==> src/rtl/mux_iord_reg.sv <==
// Purpose: latch one of N_CH address channels on request, hold a memory handshake until ack or timeout.
// Latency: mem_req from the acceptance edge; done one cycle after the ack/timeout edge (min 2 cycles req-to-done).
// Backpressure: requests arriving while busy are dropped (no queuing); a held req re-arms right after DONE.
module mux_iord_reg #(
    parameter int WIDTH   = 32,
    parameter int N_CH    = 5,   // legal 2..8
    parameter int SEL_W   = 3,   // 2**SEL_W must cover N_CH
    parameter int TIMEOUT = 8    // legal 2..255
) (
    input  logic                   clk,
    input  logic                   reset_n,
    input  logic [N_CH*WIDTH-1:0]  canais,
    input  logic [SEL_W-1:0]       escolha,
    input  logic                   req,
    input  logic                   mem_ack,
    output logic [WIDTH-1:0]       endereco,
    output logic                   mem_req,
    output logic                   busy,
    output logic                   done,
    output logic                   timeout,
    output logic                   sel_erro
);

    typedef enum logic [1:0] {
        S_IDLE = 2'd0,
        S_REQ  = 2'd1,
        S_DONE = 2'd2
    } state_t;

    // Counter value seen on the last allowed wait cycle.
    localparam logic [7:0] CNT_LAST = 8'(TIMEOUT - 1);

    state_t           state;
    state_t           state_nxt;
    logic [7:0]       wait_cnt;
    logic             accept;
    logic             to_end;
    logic             sel_bad;
    logic [WIDTH-1:0] sel_dat;

    // Channel selection; out-of-range selects fall back to the last channel.
    always_comb begin
        sel_bad = (int'(escolha) >= N_CH);
        sel_dat = canais[(N_CH-1)*WIDTH +: WIDTH];
        for (int k = 0; k < N_CH; k++) begin
            if (escolha == SEL_W'(k)) begin
                sel_dat = canais[k*WIDTH +: WIDTH];
            end
        end
    end

    // Next-state logic; ack takes priority over the timeout on the same cycle.
    always_comb begin
        state_nxt = state;
        accept    = 1'b0;
        to_end    = 1'b0;
        case (state)
            S_IDLE: begin
                if (req) begin
                    accept    = 1'b1;
                    state_nxt = S_REQ;
                end
            end
            S_REQ: begin
                if (mem_ack) begin
                    state_nxt = S_DONE;
                end else if (wait_cnt == CNT_LAST) begin
                    to_end    = 1'b1;
                    state_nxt = S_DONE;
                end
            end
            S_DONE: begin
                state_nxt = S_IDLE;
            end
            default: begin
                state_nxt = S_IDLE;
            end
        endcase
    end

    // State register.
    always_ff @(posedge clk or negedge reset_n) begin
        if (!reset_n) begin
            state <= S_IDLE;
        end else begin
            state <= state_nxt;
        end
    end

    // Address/flag capture at acceptance and wait counting while in REQ.
    always_ff @(posedge clk or negedge reset_n) begin
        if (!reset_n) begin
            endereco <= '0;
            sel_erro <= 1'b0;
            timeout  <= 1'b0;
            wait_cnt <= 8'd0;
        end else begin
            if (accept) begin
                endereco <= sel_dat;
                sel_erro <= sel_bad;
                timeout  <= 1'b0;
                wait_cnt <= 8'd0;
            end else if (state == S_REQ && !mem_ack) begin
                wait_cnt <= wait_cnt + 8'd1;
            end
            if (to_end) begin
                timeout <= 1'b1;
            end
        end
    end

    // Handshake outputs are pure state decodes.
    assign mem_req = (state == S_REQ);
    assign busy    = (state != S_IDLE);
    assign done    = (state == S_DONE);

endmodule

==> config.mk <==
export PLATFORM = sky130hd
export DESIGN_NAME = mux_iord_reg
export DESIGN_NICKNAME = d
export VERILOG_FILES = /design/src/rtl/mux_iord_reg.sv
export SDC_FILE = /design/constraint.sdc
export NUM_CORES = 1
export LEC_CHECK = 0
export CORE_ASPECT_RATIO = 1.1
export CORE_MARGIN = 2
export CORE_UTILIZATION = 36
export CTS_BUF_LIST = sky130_fd_sc_hd__clkbuf_8
export CTS_CLUSTER_DIAMETER = 50
export DETAILED_ROUTE_END_ITERATION = 7
export PLACE_DENSITY = 0.84
export RECOVER_POWER = 100
export SLEW_MARGIN = 20
export SYNTH_ARGS = -nofsm -noshare
export SYNTH_HDL_FRONTEND = slang
export SYNTH_SLANG_ARGS = --single-unit
==> constraint.sdc <==
create_clock -name clk -period 1.8 [get_ports clk]
set_clock_uncertainty 0.1 [all_clocks]
set_input_delay 0.36 -clock clk [delete_from_list [all_inputs] [get_ports clk]]
set_output_delay 0.36 -clock clk [all_outputs]
set_load 0.02 [all_outputs]
==> key figures <==
Logic synthesis
  – Mapped Area: 2780 um2
  – Synth Area per Inst: 11.7 um2
  – Distinct cells, synth: 27
  – Top post-synthesis cells by area: dfrtp_1 40%, mux4_2 26%, mux2i_1 12%, a21oi_1 6.5%, nor2_1 4.3%
  – Commonest cells post-synth: 44 x dfrtp_1, 36 x a21oi_1, 33 x mux2i_1
  – EDFF count, synth: 0
  – Synth area leader: dfrtp_1
  – Async S/R FF share, synth: 100%
  – Post-synth top area share: 39.6%
  – Register area share after synthesis: 39.6%
  – Syn Inst Count: 237
  – Primary FF master, synth: dfrtp_1
  – Synth Register Bits: 44
  – Total number of yosys warnings: 0
  – Syn nets: 405
  – Most frequent cell after synthesis: dfrtp_1

Die
  – Die W: 87.8 um
  – Die footprint: 8450 um2
  – Row count: 33
  – Die H: 96.2 um
  – I/O pins: 204
  – Core Footprint: 7470 um2
  – Initial Utilization: 37.2%

STA
  – Final Hold Viols: 0
  – Final period util: 98.3%
  – Post-Route Hold Slack: 0.414 ns
  – RSZ-0062 raised after global routing: true
  – # setup viols final: 0
  – Fmax: 565 MHz
  – Fin Setup TNS: 0 ns
  – Max Transition Viols Final: 0
  – Worst-margin pin slew: 0.475 ns
  – Final worst slack: 0.0311 ns
  – Max-slew headroom: 68.3%
  – Crit path time final: 1.77 ns

Setup path
  – Worst reg2reg startpoint: state[0]
  – CP Launch Type: register
  – Crit-path slowest cell: clkdlybuf4s50_1
  – Crit path kind: reg2out
  – Worst-path maximum fanout: 2
  – CP Buf/Inv Count: 1
  – FF-to-FF path depth: 5
  – CP top delay family: buffers and inverters
  – WP data required: 1.34 ns
  – Worst setup EP type: primary output
  – Max stage delay on crit path: 0.64 ns
  – R2R Path End: wait_cnt[3]
  – Critical-path cell list: clkdlybuf4s50_1
  – R2R Setup Slk: 0.06 ns
  – Arrival time at the worst endpoint: 1.31 ns

Place
  – Port Buffers: 203
  – Dpl cells: 537
  – DPL Wire Length: 7.75 mm
  – Pre-CTS WS: -0.290 ns
  – RePlAce Congestion: 0.853

Route
  – Initial drt markers: 128
  – Remaining DRCs: 0
  – Vias per cell: 5.13
  – Number of nets with antenna violations after routing: 0
  – Drt wl/cell: 17.2 um
  – DRT Wirelength: 9.41 mm
  – Drt pass-1 iters: 4
  – Vias: 2,809

Final layout
  – Layout Utilization: 68.8%
  – Area delta synth->final: 84.8%
  – Layout net count: 609
  – Fillers: 577
  – Layout cells sized above 1: 14.7%
  – Final cell count without fillers: 548

Clock network
  – Root Driver: clkbuf_8
  – TritonCTS buffer count: 5
  – Reg clk slew, reported paths: 0.08 ns
  – Max Root-Sink Buffers: 2
  – Worst skew pair latency: 0.29 ns
  – H-tree Lvls: 2
  – TritonCTS clock tree: built
  – CTS sink cnt: 44

Global route
  – Vias in the first global route: 2,995
  – Largest net degree at the start of global routing: 69
  – First-pass GRT wire length: 14.4 mm
  – GRT Resource Usage Total: 22.8%
  – Initial antenna violation count: 1
  – Grt ovf: 0

Min path
  – Worst Hold End: wait_cnt[6]
  – Worst Hold Launch: wait_cnt[6]
  – Worst hold path type: reg2reg
  – Hold path depth: 1

Power and ir drop
  – PD cells: 922 nW/um2
  – Maximum VDD drop: 0.000501 V
  – Leak: 2.05 nW

Job
  – Max_cap viols: 0

Status
  – Status: completed
[state kept, by name, summed over array words and instances, names as in the netlist]
name,flops
sel_erro,1
timeout,1
state,2
endereco,32
wait_cnt,8
[timing repair]
item,CTS,global route
endpoints found under the hold margin,18,0
hold buffers,1,0
setup buffers,1,0
pin swaps,0,3
setup endpoints to repair,3,8
gates resized for setup,4,10
[cell type report]
type / count / area [um2] / share of cell area, %
repair buffers: 218 / 2180 / 42.5
multi-input cells: 171 / 1610 / 31.2
flip-flops and latches: 44 / 1100 / 21.4
well taps: 105 / 131 / 2.56
clock buffers: 5 / 68.8 / 1.34
clock inverters: 3 / 42.5 / 0.828
inverters: 1 / 3.75 / 0.0730
diodes: 1 / 2.50 / 0.0487
[worst reg2reg max path, delay by kind of cell (launching register included)]
family | cells | cell delay (ns)
flops | 1 | 0.40
compound gates | 1 | 0.13
buf+inv | 2 | 0.27
simple gates | 2 | 0.76
[worst max path at each step]
stage / startpoint / to / cells after the start
2_1_floorplan: escolha[0] / endereco[27] / 5
3_3_place_gp: mem_ack / wait_cnt[6] / 5
3_5_place_dp: mem_ack / wait_cnt[6] / 5
4_1_cts: state[1] / busy / 2
5_1_grt: state[0] / wait_cnt[3] / 5
6_report: endereco[1] / endereco[1] / 1
[cell usage in the layout (no fill, tap or decap), drive strengths merged, types with 3 or more instances in the layout]
cell	n
a21oi	36
buf	16
nand3	4
o21ai	6
nand2	6
mux2i	33
mux4	32
dfrtp	44
nor2	32
or4	3
clkbuf	11
clkdlybuf4s50	193
[per-layer routing]
| layer | routed length, um | track usage [%] | vias to the layer above |
|---|---|---|---|
| met5 | 0 | 0 | - |
| met4 | 282 | 8.72 | 0 |
| li1 | - | - | 1313 |
| met1 | 3270 | 24.4 | 1354 |
| met2 | 5220 | 41.5 | 122 |
| met3 | 628 | 7.03 | 20 |
[report_power, final]
part	switching, W	internal [W]	leakage [nW]
logic	0.00116	0.00127	1.48
clock network	0.000332	0.000411	0.0541
registers	0.000211	0.00135	0.512
[stage by stage]
step | power (W) | cell area, um2
global placement | 0.00400 | 5030
CTS | 0.00482 | 5150
global route | 0.00502 | 5140
floorplan | 0.00267 | 2780
finish | 0.00474 | 5140
detailed placement | 0.00406 | 5030
[kinds of logic (layout without fill, tap and decap cells)]
| kind of cell | Yosys count | count (layout) | synth area share (%) |
|---|---|---|---|
| multiplexers | 65 | 65 | 37.8 |
| AND/OR/NAND/NOR | 57 | 57 | 9.58 |
| AO/OA/AOI/OAI | 48 | 48 | 9.31 |
| flip-flops | 44 | 44 | 39.6 |
| buffers and inverters | 22 | 227 | 3.28 |
| adder cells (fa/ha/maj) | 1 | 1 | 0.450 |
| other | 0 | 1 | 0 |
Note: power is estimated with default switching activity, not from simulation.
==> variant (config.mk and constraints unchanged) <==
Make the reset (`reset_n`) synchronous in 2 clocked blocks.
--- a/src/rtl/mux_iord_reg.sv
+++ b/src/rtl/mux_iord_reg.sv
@@ -80,5 +80,5 @@
 
     // State register.
-    always_ff @(posedge clk or negedge reset_n) begin
+    always_ff @(posedge clk) begin
         if (!reset_n) begin
             state <= S_IDLE;
@@ -89,5 +89,5 @@
 
     // Address/flag capture at acceptance and wait counting while in REQ.
-    always_ff @(posedge clk or negedge reset_n) begin
+    always_ff @(posedge clk) begin
         if (!reset_n) begin
             endereco <= '0;
Behaviour: differs if reset_n is asserted again (counterexample within 4 cycles, from zero or initial values and one cycle with reset_n low); with reset_n held inactive, the same outputs for 10 cycles.
==> variant against the unedited design <==
Largest cell class unchanged; core utilization decreased by 7.2 points; wire length rose by 22%; critical endpoint is now endereco[24]; sequential cell count is the same; design area grew 10%; synthesized area grew 21%; critical path type unchanged; count of clock-buffer cells in the layout stayed put; setup slack better by 0.020 ns.
Power is not compared: it rests on default switching activity, and its combinational part moved more than twofold at a synthesized area within 25%.
==> variant: results (changes against the unedited design) <==
{| class="wikitable"
! Metric !! Value
|-
| Critical R2R Launch || wait_cnt[0]
|-
| Reg2Reg Depth || 4 (-1)
|-
| Total Wirelength || 11.44 mm (+22%)
|-
| Vias || 3921 (+40%)
|-
| Mapped Nets || 562 (+39%)
|-
| Violation count after the first detailed-routing iteration || 142 (+11%)
|-
| Worst flop-to-flop path endpoint || timeout
|-
| Worst slack at placement || -0.02510 ns (+0.2654 ns)
|-
| Half-perimeter wire length after detailed placement || 9.267 mm (+20%)
|-
| CTS H-tree lvls || 2 (unchanged)
|-
| Endpoint of the worst hold-timing path || endereco[16]
|-
| FILL cells || 806 (+40%)
|-
| Leading cell types by count after synthesis || 44 x sky130_fd_sc_hd__dfxtp_1, 39 x sky130_fd_sc_hd__nand2_1, 36 x sky130_fd_sc_hd__o21ai_0
|-
| Cell variety after synth || 40 (+48%)
|-
| Syn Inst Count || 394 (+66%)
|-
| Fraction of layout instances using a drive strength above 1 || 12.10% (-2.6 points)
|-
| Placer Congestion || 0.8583 (+0.57%)
|-
| Crit path largest cell delay || 0.66 ns (+0.02 ns)
|-
| Number of warnings reported in the yosys synthesis log || 0 (unchanged)
|-
| Number of placed cells counting well taps || 704 (+31%)
|-
| Sequential area share after synthesis || 26.16% (-13 points)
|-
| Share of synthesized flip-flops with an asynchronous set or reset || 0% (-100 points)
|-
| Top cells by area, synth || sky130_fd_sc_hd__dfxtp_1 26%, sky130_fd_sc_hd__mux2_4 13%, sky130_fd_sc_hd__a32o_1 9.2%, sky130_fd_sc_hd__nor3b_1 6.7%, sky130_fd_sc_hd__o211ai_1 6.7%
|-
| Arr. time, crit path || 1.29 ns (-0.02 ns)
|-
| Post-placement cell area || 5580 um2 (+11%)
|-
| Vias in the first global route || 3882 (+30%)
|-
| Outcome || finished, final reports clean
|-
| Minimum setup slack among reg-to-reg paths || 0.15 ns (+0.09 ns)
|-
| Remaining max-slew budget at the tightest pin || 55.25% (-13 points)
|-
| Antenna violations before repair || 0 (-1)
|-
| Hold slack || 0.3732 ns (-0.04080 ns)
|-
| Later-pin clock latency in the skew report || approximately 0.30 ns
|-
| Aggregate global-route resource usage || 22.00% (-0.76 points)
|-
| Net total in the final layout || 762 (+25%)
|-
| Maximum fanout along the worst path || 2 (unchanged)
|-
| Post-synth top flop || sky130_fd_sc_hd__dfxtp_1
|-
| Pin count of the biggest net entering global routing || 43 (-38%)
|-
| Beginning of the worst hold path || endereco[16]
|-
| Antenna diode count || 0 (-1)
|-
| Global-route wire length before repair || 17.80 mm (+24%)
|-
| Post-detailed-route wirelength per cell || 16.07 um (-6.4%)
|}
## variant: cell count changes in the layout (fill, tap and decap cells not counted), sizes merged, moves of 4 or more
cell,before,now
dfrtp,44,0
mux2i,33,2
nor3b,2,32
nand2b,0,31
nor2,32,12
a32o,0,31
mux2,0,30
buf,16,29
nand2,6,39
o211ai,0,30
dfxtp,0,44
xnor2,0,4
mux4,32,0
o21ai,6,37
## variant: area by class of cell
| class | count | area (um2) | share of cell area [%] |
|---|---|---|---|
| timing repair buffer | 232 | 2282 | 40.27 |
| multi-input combinational | 309 | 2233 | 39.41 |
| sequential | 44 | 880.8 | 15.54 |
| tap | 117 | 146.4 | 2.583 |
| clock buffer | 5 | 68.82 | 1.214 |
| clock inverter | 3 | 47.55 | 0.8390 |
| inverter | 2 | 7.507 | 0.1325 |
## variant: kinds of logic after synthesis
kind of cell	synth area share [%]
AOI/OAI and AO/OA	27.95
adders and majority gates	0.3715
and+or+nand+nor	22.33
buffers and inverters	7.395
xor gates and xnor gates	1.821
muxes	13.97
DFF	26.16
## variant: worst max-delay path by stage
stage	to	cells after the start	start	slack (ns)
final	endereco[24]	1	endereco[24]	0.05
after global routing	endereco[24]	1	endereco[24]	0.008
after CTS	endereco[24]	1	endereco[24]	0.02
after detailed placement	wait_cnt[7]	5	mem_ack	-0.03
after global placement	endereco[12]	6	escolha[1]	0.009
after floorplan	endereco[10]	6	escolha[1]	0.22
## variant: timing repair
| action | 4_1_cts | 5_1_grt |
|---|---|---|
| resized for setup | 3 | 1 |
| endpoints found under the setup margin | 3 | 1 |
| hold endpoints to repair | 0 | 0 |
| setup buffers | 0 | 0 |
## variant: routing by layer
layer	share of wire, %	routed length [um]	GRT usage (%)	up-vias
li1	-	-	-	1867
met1	36	4160	23.40	1860
met2	52	5983	40.87	165
met3	8.2	939	4.718	29
met4	3.1	359	8.673	0
met5	0	0	0	-
## variant: power by group
group / total, mW / switching (mW) / internal, mW
registers: 1.07 / 0.0352 / 1.04
logic: 1.14 / 0.443 / 0.700
clock network: 0.780 / 0.362 / 0.418
total: 2.99 / 0.840 / 2.16
